### src/rtl/ccu_snoop_arbiter.sv
// ccu_snoop_arbiter
//    Shares the single CCU snoop master port (AC/CR/CD) between NoReq snoop
//    requesters. One transaction is granted at a time using round-robin order.
//    The granted AC request is forwarded to the master port. CR and CD are
//    steered back to the grantee only.
//
// Ports
//    clk_i, rst_i          clock, synchronous active-high reset
//    req_ac_*              per-requester AC channel (payload slice k = requester k)
//    req_cr_*              per-requester CR channel (valid per requester, resp broadcast)
//    req_cd_*              per-requester CD channel (valid per requester, data/last broadcast)
//    snp_ac_*              master AC channel toward the caching masters
//    snp_cr_*, snp_cd_*    master CR / CD channels from the caching masters
//    busy_o                a transaction is granted
//    grant_idx_o           current or last grantee
//    proto_err_o           single-cycle pulse on a snoop protocol violation
//
// state   | meaning
// --------+------------------------------------------------------------
// IDLE    | no grant; round-robin pick among requesters with AC valid
// AC      | grantee AC forwarded to the master port until it handshakes
// RESP    | CR/CD passed through to the grantee until the snoop completes
module ccu_snoop_arbiter #(
   parameter int NoReq     = 2,
   parameter int AddrWidth = 32,
   parameter int DataWidth = 64,
   localparam int IdxWidth = (NoReq > 1) ? $clog2(NoReq) : 1
) (
   input  logic                       clk_i,
   input  logic                       rst_i,
   input  logic [NoReq-1:0]           req_ac_valid_i,
   output logic [NoReq-1:0]           req_ac_ready_o,
   input  logic [NoReq*AddrWidth-1:0] req_ac_addr_i,
   input  logic [NoReq*4-1:0]         req_ac_snoop_i,
   input  logic [NoReq*3-1:0]         req_ac_prot_i,
   output logic [NoReq-1:0]           req_cr_valid_o,
   input  logic [NoReq-1:0]           req_cr_ready_i,
   output logic [4:0]                 req_cr_resp_o,
   output logic [NoReq-1:0]           req_cd_valid_o,
   input  logic [NoReq-1:0]           req_cd_ready_i,
   output logic [DataWidth-1:0]       req_cd_data_o,
   output logic                       req_cd_last_o,
   output logic                       snp_ac_valid_o,
   input  logic                       snp_ac_ready_i,
   output logic [AddrWidth-1:0]       snp_ac_addr_o,
   output logic [3:0]                 snp_ac_snoop_o,
   output logic [2:0]                 snp_ac_prot_o,
   input  logic                       snp_cr_valid_i,
   output logic                       snp_cr_ready_o,
   input  logic [4:0]                 snp_cr_resp_i,
   input  logic                       snp_cd_valid_i,
   output logic                       snp_cd_ready_o,
   input  logic [DataWidth-1:0]       snp_cd_data_i,
   input  logic                       snp_cd_last_i,
   output logic                       busy_o,
   output logic [IdxWidth-1:0]        grant_idx_o,
   output logic                       proto_err_o
);

   typedef enum logic [1:0] {
      ST_IDLE = 2'd0,
      ST_AC   = 2'd1,
      ST_RESP = 2'd2
   } state_e;

   state_e              state_q, state_d;
   logic [IdxWidth-1:0] grant_idx_q, grant_d;
   logic [IdxWidth-1:0] rr_ptr_q, rr_d;
   logic                cr_done_q, cr_done_d;
   logic                cd_done_q, cd_done_d;
   logic                dt_q, dt_d;
   logic                cd_seen_q, cd_seen_d;

   logic [IdxWidth-1:0] arb_idx;
   logic                arb_found;

   logic ac_hs, ac_drop;
   logic cr_rdy, cr_hs;
   logic cd_rdy, cd_hs, cd_drop;
   logic cr_done_nx, cd_done_nx, dt_nx;
   logic xact_done;

   // The AC payload is not registered: requesters hold it stable while valid.
   assign snp_ac_addr_o  = req_ac_addr_i[int'(grant_idx_q)*AddrWidth +: AddrWidth];
   assign snp_ac_snoop_o = req_ac_snoop_i[int'(grant_idx_q)*4 +: 4];
   assign snp_ac_prot_o  = req_ac_prot_i[int'(grant_idx_q)*3 +: 3];

   assign req_cr_resp_o = snp_cr_resp_i;
   assign req_cd_data_o = snp_cd_data_i;
   assign req_cd_last_o = snp_cd_last_i;

   assign busy_o      = (state_q != ST_IDLE);
   assign grant_idx_o = grant_idx_q;

   always_ff @(posedge clk_i) begin
      if (rst_i) begin
         state_q     <= ST_IDLE;
         grant_idx_q <= '0;
         rr_ptr_q    <= '0;
         cr_done_q   <= 1'b0;
         cd_done_q   <= 1'b0;
         dt_q        <= 1'b0;
         cd_seen_q   <= 1'b0;
      end else begin
         state_q     <= state_d;
         grant_idx_q <= grant_d;
         rr_ptr_q    <= rr_d;
         cr_done_q   <= cr_done_d;
         cd_done_q   <= cd_done_d;
         dt_q        <= dt_d;
         cd_seen_q   <= cd_seen_d;
      end
   end

   always_comb begin
      state_d   = state_q;
      grant_d   = grant_idx_q;
      rr_d      = rr_ptr_q;
      cr_done_d = cr_done_q;
      cd_done_d = cd_done_q;
      dt_d      = dt_q;
      cd_seen_d = cd_seen_q;
      arb_found = 1'b0;
      arb_idx   = rr_ptr_q;

      // First requesting index at or above rr_ptr, wrapping around.
      for (int i = 0; i < NoReq; i++) begin
         if (!arb_found && req_ac_valid_i[(int'(rr_ptr_q) + i) % NoReq]) begin
            arb_found = 1'b1;
            arb_idx   = IdxWidth'((int'(rr_ptr_q) + i) % NoReq);
         end
      end

      unique case (state_q)
         ST_IDLE: begin
            if (arb_found) begin
               state_d = ST_AC;
               grant_d = arb_idx;
               rr_d    = IdxWidth'((int'(arb_idx) + 1) % NoReq);
            end
         end
         ST_AC: begin
            if (ac_drop) begin
               state_d = ST_IDLE;
            end else if (ac_hs) begin
               state_d   = ST_RESP;
               cr_done_d = 1'b0;
               cd_done_d = 1'b0;
               dt_d      = 1'b0;
               cd_seen_d = 1'b0;
            end
         end
         ST_RESP: begin
            cr_done_d = cr_done_nx;
            cd_done_d = cd_done_nx;
            dt_d      = dt_nx;
            cd_seen_d = cd_seen_q | cd_hs;
            if (xact_done) begin
               state_d = ST_IDLE;
            end
         end
         default: state_d = ST_IDLE;
      endcase
   end

   always_comb begin
      req_ac_ready_o = '0;
      snp_ac_valid_o = 1'b0;
      req_cr_valid_o = '0;
      snp_cr_ready_o = 1'b0;
      req_cd_valid_o = '0;
      snp_cd_ready_o = 1'b0;
      proto_err_o    = 1'b0;
      ac_hs          = 1'b0;
      ac_drop        = 1'b0;
      cr_rdy         = 1'b0;
      cr_hs          = 1'b0;
      cd_rdy         = 1'b0;
      cd_hs          = 1'b0;
      cd_drop        = 1'b0;
      cr_done_nx     = cr_done_q;
      cd_done_nx     = cd_done_q;
      dt_nx          = dt_q;
      xact_done      = 1'b0;

      unique case (state_q)
         ST_AC: begin
            snp_ac_valid_o              = req_ac_valid_i[grant_idx_q];
            req_ac_ready_o[grant_idx_q] = snp_ac_ready_i;
            ac_hs                       = req_ac_valid_i[grant_idx_q] & snp_ac_ready_i;
            ac_drop                     = ~req_ac_valid_i[grant_idx_q];
            proto_err_o                 = ac_drop;
         end
         ST_RESP: begin
            cr_rdy                      = req_cr_ready_i[grant_idx_q] & ~cr_done_q;
            cr_hs                       = snp_cr_valid_i & cr_rdy;
            snp_cr_ready_o              = cr_rdy;
            req_cr_valid_o[grant_idx_q] = snp_cr_valid_i & ~cr_done_q;

            // A CR with DataTransfer=0 means no CD belongs to this snoop; any
            // beat alongside or after it is swallowed rather than forwarded.
            cd_drop = snp_cd_valid_i & ~cd_done_q &
                      (cr_done_q ? ~dt_q : (cr_hs & ~snp_cr_resp_i[0]));
            cd_rdy  = cd_drop | (req_cd_ready_i[grant_idx_q] & ~cd_done_q);
            cd_hs   = snp_cd_valid_i & cd_rdy;
            snp_cd_ready_o              = cd_rdy;
            req_cd_valid_o[grant_idx_q] = snp_cd_valid_i & ~cd_done_q & ~cd_drop;

            cr_done_nx = cr_done_q | cr_hs;
            dt_nx      = cr_hs ? snp_cr_resp_i[0] : dt_q;
            cd_done_nx = cd_done_q | (cd_hs & snp_cd_last_i);
            xact_done  = cr_done_nx & (cd_done_nx | ~dt_nx);

            proto_err_o = cd_drop | (cr_hs & ~snp_cr_resp_i[0] & cd_seen_q);
         end
         default: ;
      endcase
   end

endmodule
### config.mk
export PLATFORM = sky130hd
export DESIGN_NAME = ccu_snoop_arbiter
export DESIGN_NICKNAME = d
export VERILOG_FILES = /design/src/rtl/ccu_snoop_arbiter.sv
export SDC_FILE = /design/constraint.sdc
export NUM_CORES = 1
export LEC_CHECK = 0
export BUFFER_PORTS_ARGS = -buffer_cell sky130_fd_sc_hd__buf_2
export CAP_MARGIN = 40
export CORE_AREA = 2 2 109 111
export CTS_BUF_LIST = sky130_fd_sc_hd__clkbuf_8
export CTS_CLUSTER_DIAMETER = 200
export DETAILED_ROUTE_END_ITERATION = 8
export DIE_AREA = 0 0 111 113
export MAX_ROUTING_LAYER = met4
export PLACE_DENSITY = 0.47
export REMOVE_ABC_BUFFERS = 1
export SYNTH_ARGS = -nofsm -noshare
export SYNTH_HDL_FRONTEND = slang
export SYNTH_SLANG_ARGS = --single-unit
### constraint.sdc
create_clock -name clk_i -period 1.9 [get_ports clk_i]
set_input_delay 0.095 -clock clk_i [delete_from_list [all_inputs] [get_ports clk_i]]
set_output_delay 0.095 -clock clk_i [all_outputs]
set_load 0.01 [all_outputs]
==> results of run 1 <==
how the worst min path moves through the flow:
stage                      startpoint                 to  slack (ns)  cells past startpoint
global route        req_ac_valid_i[1]           rr_ptr_q        0.13                      2
global placement    snp_cd_data_i[10]  req_cd_data_o[10]        0.19                      0
finish              req_ac_valid_i[1]           rr_ptr_q        0.11                      2
CTS                 req_ac_valid_i[1]           rr_ptr_q        0.11                      2
detailed placement  snp_cd_data_i[10]  req_cd_data_o[10]        0.19                      0
floorplan                       rst_i               dt_q        0.16                      1
layout by cell type, fill, tap and decap left out, types with 3 or more instances in the layout:
cell type / count
a21oi_1: 5
buf_2: 143
clkbuf_8: 3
dfxtp_1: 7
inv_1: 7
mux2_2: 39
mux2_4: 3
nand2_1: 9
nand2b_1: 7
nand3_1: 3
nor2_1: 11
nor3_1: 5
per-stage QoR:
step | std cells | instance area (um^2)
3_3_place_gp | 408 | 1980
3_5_place_dp | 408 | 1980
4_1_cts | 411 | 2020
5_1_grt | 411 | 2030
6_report | 411 | 2030
2_1_floorplan | 120 | 1070
flip-flops by register name (all words and copies together), names as in the netlist:
| signal | flops |
|---|---|
| state_q | 2 |
| dt_q | 1 |
| cr_done_q | 1 |
| cd_done_q | 1 |
| grant_idx_o | 1 |
| rr_ptr_q | 1 |
| cd_seen_q | 1 |
power by group through the flow:
stage | sequential, mW | combinational [mW] | clock [mW]
after floorplan | 0.239 | 0.386 | 0
after global placement | 0.207 | 0.712 | 0
after detailed placement | 0.208 | 0.715 | 0
after CTS | 0.206 | 0.722 | 0.219
after global routing | 0.209 | 0.783 | 0.229
final | 0.207 | 0.717 | 0.215
cell families after synthesis:
logic type	Yosys count	share of synthesized area
DFF	8	0.0982
buffers and inverters	84	0.359
and+or+nand+nor	40	0.119
muxes	45	0.317
AOI/OAI and AO/OA	17	0.0836
adders and majority gates	3	0.0230
metal layers:
layer / vias to the layer above / global-route usage
met4: 0 / 0.0375
met2: 225 / 0.346
met5: - / -
met1: 677 / 0.0936
li1: 739 / -
met3: 8 / 0.269
worst max-delay path, cell delays in order, from the launching register on:
cell and delay, ns:
dfxtp_2 0.40, mux2i_2 0.32, nor2_1 0.12, mux2_4 0.31
a21oi_2 0.21, mux2_4 0.31
timing repair:
item,4_1_cts,5_1_grt
resized for setup,0,1
hold buffers,0,0
setup endpoints to repair,0,3
endpoints found under the hold margin,0,0
final cells by class:
type,count,area (um^2)
repair buffers,145,731
inverters,7,26.3
clock buffers,3,41.3
fillers,1268,9250
flip-flops and latches,8,161
well taps,143,179
multi-input cells,105,888
==> flow_metrics.py, run 1 <==
metrics = {
    "power": {
        "clkPwrFrac": 0.189,
        "p_int_uw": 682,
        "peakVddDrop_mv": 0.218,
        "power_frac_comb": 0.630,
        "p_seq_frac": 0.182,
        "power_density_nw_per_um2": 562,
        "p_switching_uw": 457,
        "p_sw_frac": 0.401,
        "p_leak_nw": 1.00,
        "p_total_mw": 1.14,
    },
    "grt": {
        "grt_pass1_vias": 1699,
        "grt_start_max_net_pins": 45,
        "overflow": 0,
        "grtUsageTotal": 0.196,
        "antenna_found_initial": 1,
        "grt_pass1_wl_mm": 15.8,
    },
    "final_layout": {
        "final_core_util": 0.180,
        "antennaDiodeCount": 0,
        "nets": 432,
        "layout-drive-gt1-share": 0.735,
        "area_growth_pct": 24.2,
    },
    "detailed_routing": {
        "drt-initial-drc-count": 17,
        "wl_met1_mm": 2.07,
        "ant_nets": 0,
        "vias": 1649,
        "dr_wl_met2_mm": 6.08,
        "drc": 0,
        "wl_per_cell_um": 30.1,
        "wl_mm": 12.4,
        "avgViaCountPerCell": 4.01,
        "wl_met3_mm": 4.00,
        "first_pass_iters": 4,
        "routed.top_layer": "met4",
    },
    "critical_path": {
        "cp_max_fo": 5,
        "rr_worst_depth": 5,
        "critPathCapture": "state_q[1]",
        "rrSetupSlack_ns": 0.12,
        "start_kind": "flip-flop",
        "cp.arrival_ns": 1.90,
        "reg2reg_to": "state_q[1]",
        "endpoint_kind": "flip-flop",
        "setup.worst_path.start": "grant_idx_o",
        "criticalPathCategory": "reg -> reg",
        "r2r_start": "grant_idx_o",
        "required_ns": 2.02,
    },
    "sta": {
        "setup_viol": 0,
        "skew_ns": 0.00417,
        "fin_crit_sh": 0.937,
        "whs_ns": 0.109,
        "finalHoldViolCount": 0,
        "rsz0062_at_grt": "false",
        "setup_tns_ns": 0,
        "worst_slew_pin_slew_ns": 0.515,
        "setup_slack_ns": 0.119,
        "relSlewSlack": 0.657,
        "slew_viol_final": 0,
        "fmax_ghz": 0.561,
        "min_period_ns": 1.78,
    },
    "placement": {
        "io_buffers": 143,
        "post-place-ws_ns": 0.137,
        "post-dp-hpwl_mm": 11.6,
        "gp_congestion": 0.962,
    },
    "synthesis": {
        "yosysMostFrequentCell": "buf_4",
        "ys_warn_count": 0,
        "ys_top_cells_by_area": "buf_4, mux2_2, dfxtp_1, mux2_4, nand2b_1",
        "syn-cell-area_um2": 1630,
        "yosysTopAreaCell": "buf_4",
        "syn_inst": 197,
        "synth_common_cells": "buf_4, mux2_2, nor2_1",
        "synth.distinct_cells": 31,
        "ys_seq_area_frac": 0.0982,
        "synth-edff-count": 0,
        "synth_seq_cells": 8,
        "synthArstFlopShare": 0,
        "avgSynthCellArea_um2": 8.28,
        "synth_top_cell_area_share": 0.322,
        "ys.flop_type": "dfxtp_1",
    },
    "floorplan": {
        "rows": 39,
        "initial_core_util": 0.145,
        "ioPinCount": 280,
        "dieArea_um2": 12500,
        "core_area_um2": 11300,
        "die_y_um": 113,
        "die_x_um": 111,
    },
    "clock_network": {
        "cts.clk_slew.worst_paths_ns": 0.04,
        "tritoncts.num_buffers": 3,
        "cts.path.max_buffers": 2,
        "cts_tree": "done",
        "worst_skew_pair.late_latency_ns": 0.23,
        "clockRootBuffer": "clkbuf_8",
        "htreeDepth": 1,
        "post_cts_buffers": 0,
        "cts.sinks": 8,
    },
    "run_status": {
        "status": "completed",
    },
    "job": {
        "max_cap_violations": 0,
    },
    "min_path": {
        "hp-class": "in -> reg",
    },
}
Note: power is estimated with default switching activity, not from simulation.
==> run 2: changes to the inputs <==
--- a/config.mk
+++ b/config.mk
@@ -8,7 +8,6 @@
 export BUFFER_PORTS_ARGS = -buffer_cell sky130_fd_sc_hd__buf_2
 export CAP_MARGIN = 40
 export CORE_AREA = 2 2 109 111
-export CTS_BUF_LIST = sky130_fd_sc_hd__clkbuf_8
 export CTS_CLUSTER_DIAMETER = 200
 export DETAILED_ROUTE_END_ITERATION = 8
 export DIE_AREA = 0 0 111 113
==> run 2 against run 1 <==
Critical path depth stayed put. Routed wire length shrank 0.53%. Non-clock buffer count did not move. Combinational power is essentially flat. Cell count unchanged. Die area is the same. Clock skew fell by 0.0019 ns. Critical endpoint unchanged.
==> flow_metrics.py, run 2 (same netlist as run 1, synthesis figures left out) <==
metrics = {
    "critical_path": {
        "start_kind": "flip-flop",
        "criticalPathCategory": "reg -> reg",
        "rr_worst_depth": 5,
        "reg2reg_to": "state_q[1]",
        "rrSetupSlack_ns": 0.12,
        "r2r_start": "grant_idx_o",
        "cp.arrival_ns": 1.89,
        "endpoint_kind": "flip-flop",
        "cp_max_fo": 5,
        "required_ns": 2.02,
    },
    "min_path": {
        "hp-class": "in -> reg",
        "hold_path_end": "rr_ptr_q",
        "hold_path.startpoint": "req_ac_valid_i[1]",
        "min_path_cells": 2,
    },
    "sta": {
        "rsz0062_at_grt": "false",
        "relSlewSlack": 0.658,
        "finalHoldViolCount": 0,
        "setup_viol": 0,
        "skew_ns": 0.00231,
        "slew_viol_final": 0,
        "fin_crit_sh": 0.936,
        "fmax_ghz": 0.562,
        "worst_slew_pin_slew_ns": 0.513,
        "min_period_ns": 1.78,
        "setup_tns_ns": 0,
    },
    "clock_network": {
        "cts.sinks": 8,
        "worst_skew_pair.late_latency_ns": 0.23,
        "cts.path.max_buffers": 2,
        "cts.clk_slew.worst_paths_ns": 0.04,
        "clockRootBuffer": "clkbuf_16",
        "cts_tree": "done",
        "tritoncts.num_buffers": 3,
        "htreeDepth": 1,
    },
    "grt": {
        "grt_pass1_vias": 1683,
        "grt_pass1_wl_mm": 15.8,
        "grtUsageTotal": 0.195,
        "overflow": 0,
        "antenna_found_initial": 1,
        "grt_start_max_net_pins": 45,
    },
    "final_layout": {
        "regMostFlops": "state_q",
        "antennaDiodeCount": 0,
        "largest_reg_flops": 2,
        "final_core_util": 0.183,
        "final_area_um2": 2060,
        "area_growth_pct": 26.3,
        "layout_commonest_cell": "buf_2",
        "mostFrequentLayoutCells": "buf_2, mux2_2, nor2_1",
        "nets": 432,
        "fill_cells": 1264,
        "layout-drive-gt1-share": 0.735,
    },
    "floorplan": {
        "initial_core_util": 0.145,
        "core_area_um2": 11300,
        "dieArea_um2": 12500,
        "ioPinCount": 280,
        "die_y_um": 113,
        "die_x_um": 111,
        "rows": 39,
    },
    "placement": {
        "io_buffers": 143,
        "post-dp-hpwl_mm": 11.6,
        "post_dp_cell_area_um2": 1980,
        "gp_congestion": 0.962,
    },
    "job": {
        "max_cap_violations": 0,
    },
    "detailed_routing": {
        "wl_mm": 12.3,
        "wl_per_cell_um": 29.9,
        "avgViaCountPerCell": 4.02,
        "first_pass_iters": 4,
        "ant_nets": 0,
        "drt-initial-drc-count": 31,
        "drc": 0,
        "vias": 1653,
    },
    "power": {
        "p_leak_nw": 1.02,
        "peakVddDrop_mv": 0.328,
        "power_density_nw_per_um2": 621,
    },
    "run_status": {
        "status": "completed",
    },
}
[run 2: changes by cell type in the layout (fill, tap and decap cells not counted)]
cell / change
clkbuf_16: +3
clkbuf_8: -3
[run 2: per-layer routing]
layer	track usage	vias up	wire, um
met2	0.337	227	5970
met4	0.0458	0	272
li1	-	739	-
met3	0.271	10	4010
met1	0.0935	677	2030
met5	-	-	0
[run 2: worst max-delay path, cell delays in order (launching register included)]
cell and delay (ns):
dfxtp_2 0.39, mux2i_2 0.32, nor2_1 0.12, mux2_4 0.31, a21oi_2 0.21, mux2_4 0.31
[run 2: timing repair]
action	in CTS	in global routing
gates resized for setup	0	1
hold buffers	0	0
setup buffers	0	0
setup endpoints to repair	0	3
[run 2: final cells by class]
cell class	instances	area, um^2	share of cell area
Clock buffer	3	75.1	0.0364
Multi-Input combinational cell	105	888	0.431
Tap cell	143	179	0.0868
Inverter	7	26.3	0.0128
Sequential cell	8	161	0.0783
Timing Repair Buffer	145	731	0.355
[run 2: stage by stage]
| stage | setup slack (ns) | total power [mW] | instances | hold WS, ns |
|---|---|---|---|---|
| 2_1_floorplan | -0.866 | 0.625 | 120 | 0.164 |
| 3_3_place_gp | 0.173 | 0.919 | 408 | 0.190 |
| 3_5_place_dp | 0.137 | 0.924 | 408 | 0.190 |
| 4_1_cts | 0.0842 | 1.29 | 411 | 0.108 |
| 5_1_grt | 0.00628 | 1.37 | 411 | 0.135 |
| 6_report | 0.122 | 1.28 | 411 | 0.112 |
[run 2: worst max path at each step]
| stage | slack, ns | start | cells past startpoint | end |
|---|---|---|---|---|
| after floorplan | -0.87 | grant_idx_o | 5 | state_q[1] |
| after global placement | 0.17 | grant_idx_o | 5 | state_q[1] |
| after detailed placement | 0.14 | grant_idx_o | 5 | state_q[1] |
| after CTS | 0.08 | state_q[0] | 6 | req_cd_valid_o[1] |
| after global routing | 0.006 | grant_idx_o | 5 | proto_err_o |
| final | 0.12 | grant_idx_o | 5 | state_q[1] |
[run 2: power breakdown]
part	internal [mW]	switching, mW
Clock	0.272	0.0866
Combinational	0.356	0.359
Sequential	0.188	0.0187
==> run 3: changes to the inputs <==
--- a/config.mk
+++ b/config.mk
@@ -14,6 +14,7 @@
 export MAX_ROUTING_LAYER = met4
 export PLACE_DENSITY = 0.47
 export REMOVE_ABC_BUFFERS = 1
+export SETUP_SLACK_MARGIN = 0.2
 export SYNTH_ARGS = -nofsm -noshare
 export SYNTH_HDL_FRONTEND = slang
 export SYNTH_SLANG_ARGS = --single-unit
==> run 3 against run 2 <==
Power grew 4.9%. Register-to-register slack gained 0.08 ns. Non-clock buffer count grew 3. Via count grew 1.8%. Critical path type is now reg -> out. Worst hold slack lost 0.0017 ns. Die area is the same.
==> flow_metrics.py, run 3 (same netlist as run 1, synthesis figures left out) <==
metrics = {
    "run_status": {
        "status": "completed",
    },
    "clock_network": {
        "cts.clk_slew.worst_paths_ns": 0.04,
        "cts_tree": "done",
        "worst_skew_pair.late_latency_ns": 0.23,
        "clockRootBuffer": "clkbuf_16",
        "tritoncts.num_buffers": 3,
        "cts.path.max_buffers": 2,
        "cts.sinks": 8,
        "htreeDepth": 1,
    },
    "detailed_routing": {
        "drt-initial-drc-count": 50,
        "drc": 0,
        "vias": 1682,
        "avgViaCountPerCell": 4.06,
        "wl_per_cell_um": 30.0,
        "wl_mm": 12.4,
        "first_pass_iters": 4,
        "ant_nets": 0,
    },
    "sta": {
        "slew_viol_final": 0,
        "setup_viol": 0,
        "setup_slack_ns": 0.193,
        "fmax_ghz": 0.586,
        "fin_crit_sh": 0.898,
        "skew_ns": 0.00290,
        "setup_tns_ns": 0,
        "finalHoldViolCount": 0,
        "worst_slew_pin_slew_ns": 0.371,
        "min_period_ns": 1.71,
        "relSlewSlack": 0.752,
        "rsz0062_at_grt": "true",
    },
    "grt": {
        "antenna_found_initial": 1,
        "grt_pass1_vias": 1693,
        "grt_pass1_wl_mm": 15.9,
        "grt_start_max_net_pins": 45,
        "overflow": 0,
        "grtUsageTotal": 0.195,
    },
    "critical_path": {
        "start_kind": "flip-flop",
        "rr_worst_depth": 5,
        "required_ns": 1.80,
        "reg2reg_to": "state_q[1]",
        "worst-path-buf-inv": 1,
        "cpMaxStageDelayCell": "dfxtp_4",
        "path_delay_family": "compound AO/OA/AOI/OAI gates",
        "crit_cells": 5,
        "cpPeakStageDelay_ns": 0.36,
        "cp_cell_sequence": "mux2i_4 > or2_1 > o32a_1 > a21boi_1 > buf_2",
        "rrSetupSlack_ns": 0.20,
        "r2r_start": "grant_idx_o",
        "cp_max_fo": 4,
        "criticalPathCategory": "reg -> out",
        "cp.arrival_ns": 1.61,
        "endpoint_kind": "output pin",
    },
    "min_path": {
        "min_path_cells": 2,
        "hold_path.startpoint": "req_ac_valid_i[1]",
        "hp-class": "in -> reg",
        "hold_path_end": "rr_ptr_q",
    },
    "floorplan": {
        "dieArea_um2": 12500,
        "die_x_um": 111,
        "initial_core_util": 0.145,
        "ioPinCount": 280,
        "rows": 39,
        "die_y_um": 113,
        "core_area_um2": 11300,
    },
    "placement": {
        "gp_congestion": 0.962,
        "post-place-ws_ns": 0.137,
        "post_dp_cell_area_um2": 1980,
        "post-dp-hpwl_mm": 11.6,
        "io_buffers": 143,
    },
    "final_layout": {
        "nets": 435,
        "layout_commonest_cell": "buf_2",
        "final_core_util": 0.191,
        "largest_reg_flops": 2,
        "mostFrequentLayoutCells": "buf_2, mux2_2, nor2_1",
        "area_growth_pct": 32.1,
        "antennaDiodeCount": 0,
        "layout-drive-gt1-share": 0.760,
        "regMostFlops": "state_q",
        "final_area_um2": 2150,
    },
    "power": {
        "p_total_mw": 1.34,
        "power_density_nw_per_um2": 623,
        "peakVddDrop_mv": 0.334,
        "p_leak_nw": 1.04,
    },
    "job": {
        "max_cap_violations": 0,
    },
}
## run 3: cell count changes in the layout (fill, tap and decap cells not counted), sizes merged
cell  previous run  this run
buf            145       148
## run 3: worst reg2reg max path: stages, from the launching register on
cell and delay, ns:
dfxtp_4 0.37, mux2i_4 0.30, nor2_1 0.11, mux2_4 0.32
a21oi_4 0.18, mux2_4 0.31
## run 3: timing repair
item,CTS,global route
pin swaps,3,1
setup buffers,3,0
cloned,0,0
resized for setup,6,9
endpoints found under the setup margin,45,5
hold buffers,0,0
## run 3: final cells by class
| type | count | area (um^2) |
|---|---|---|
| Inverter | 7 | 26.3 |
| Tap cell | 143 | 179 |
| Timing Repair Buffer | 148 | 757 |
| Sequential cell | 8 | 164 |
| Fill cell | 1255 | 9120 |
| Multi-Input combinational cell | 105 | 953 |
| Clock buffer | 3 | 75.1 |
## run 3: routing by layer
layer / track usage / vias up / routed length (um)
met5: - / - / 0
met4: 0.0383 / 0 / 231
met3: 0.271 / 12 / 3990
met2: 0.342 / 229 / 6120
met1: 0.0935 / 692 / 2080
li1: - / 749 / -
## run 3: how the worst max path moves through the flow
stage / startpoint / slack (ns) / endpoint
after floorplan: grant_idx_o / -0.87 / state_q[1]
final: grant_idx_o / 0.19 / proto_err_o
after CTS: state_q[0] / 0.17 / proto_err_o
after global routing: grant_idx_o / 0.12 / proto_err_o
after detailed placement: grant_idx_o / 0.14 / state_q[1]
after global placement: grant_idx_o / 0.17 / state_q[1]
## run 3: where the power goes
part	total (mW)	internal [mW]	switching [mW]
Combinational	0.772	0.393	0.379
Clock	0.362	0.272	0.0896
Sequential	0.209	0.189	0.0207
## run 3: stage by stage
step | std cells | hold slack [ns]
after floorplan | 120 | 0.164
after global placement | 408 | 0.190
after detailed placement | 408 | 0.190
after CTS | 414 | 0.108
after global routing | 414 | 0.133
final | 414 | 0.110
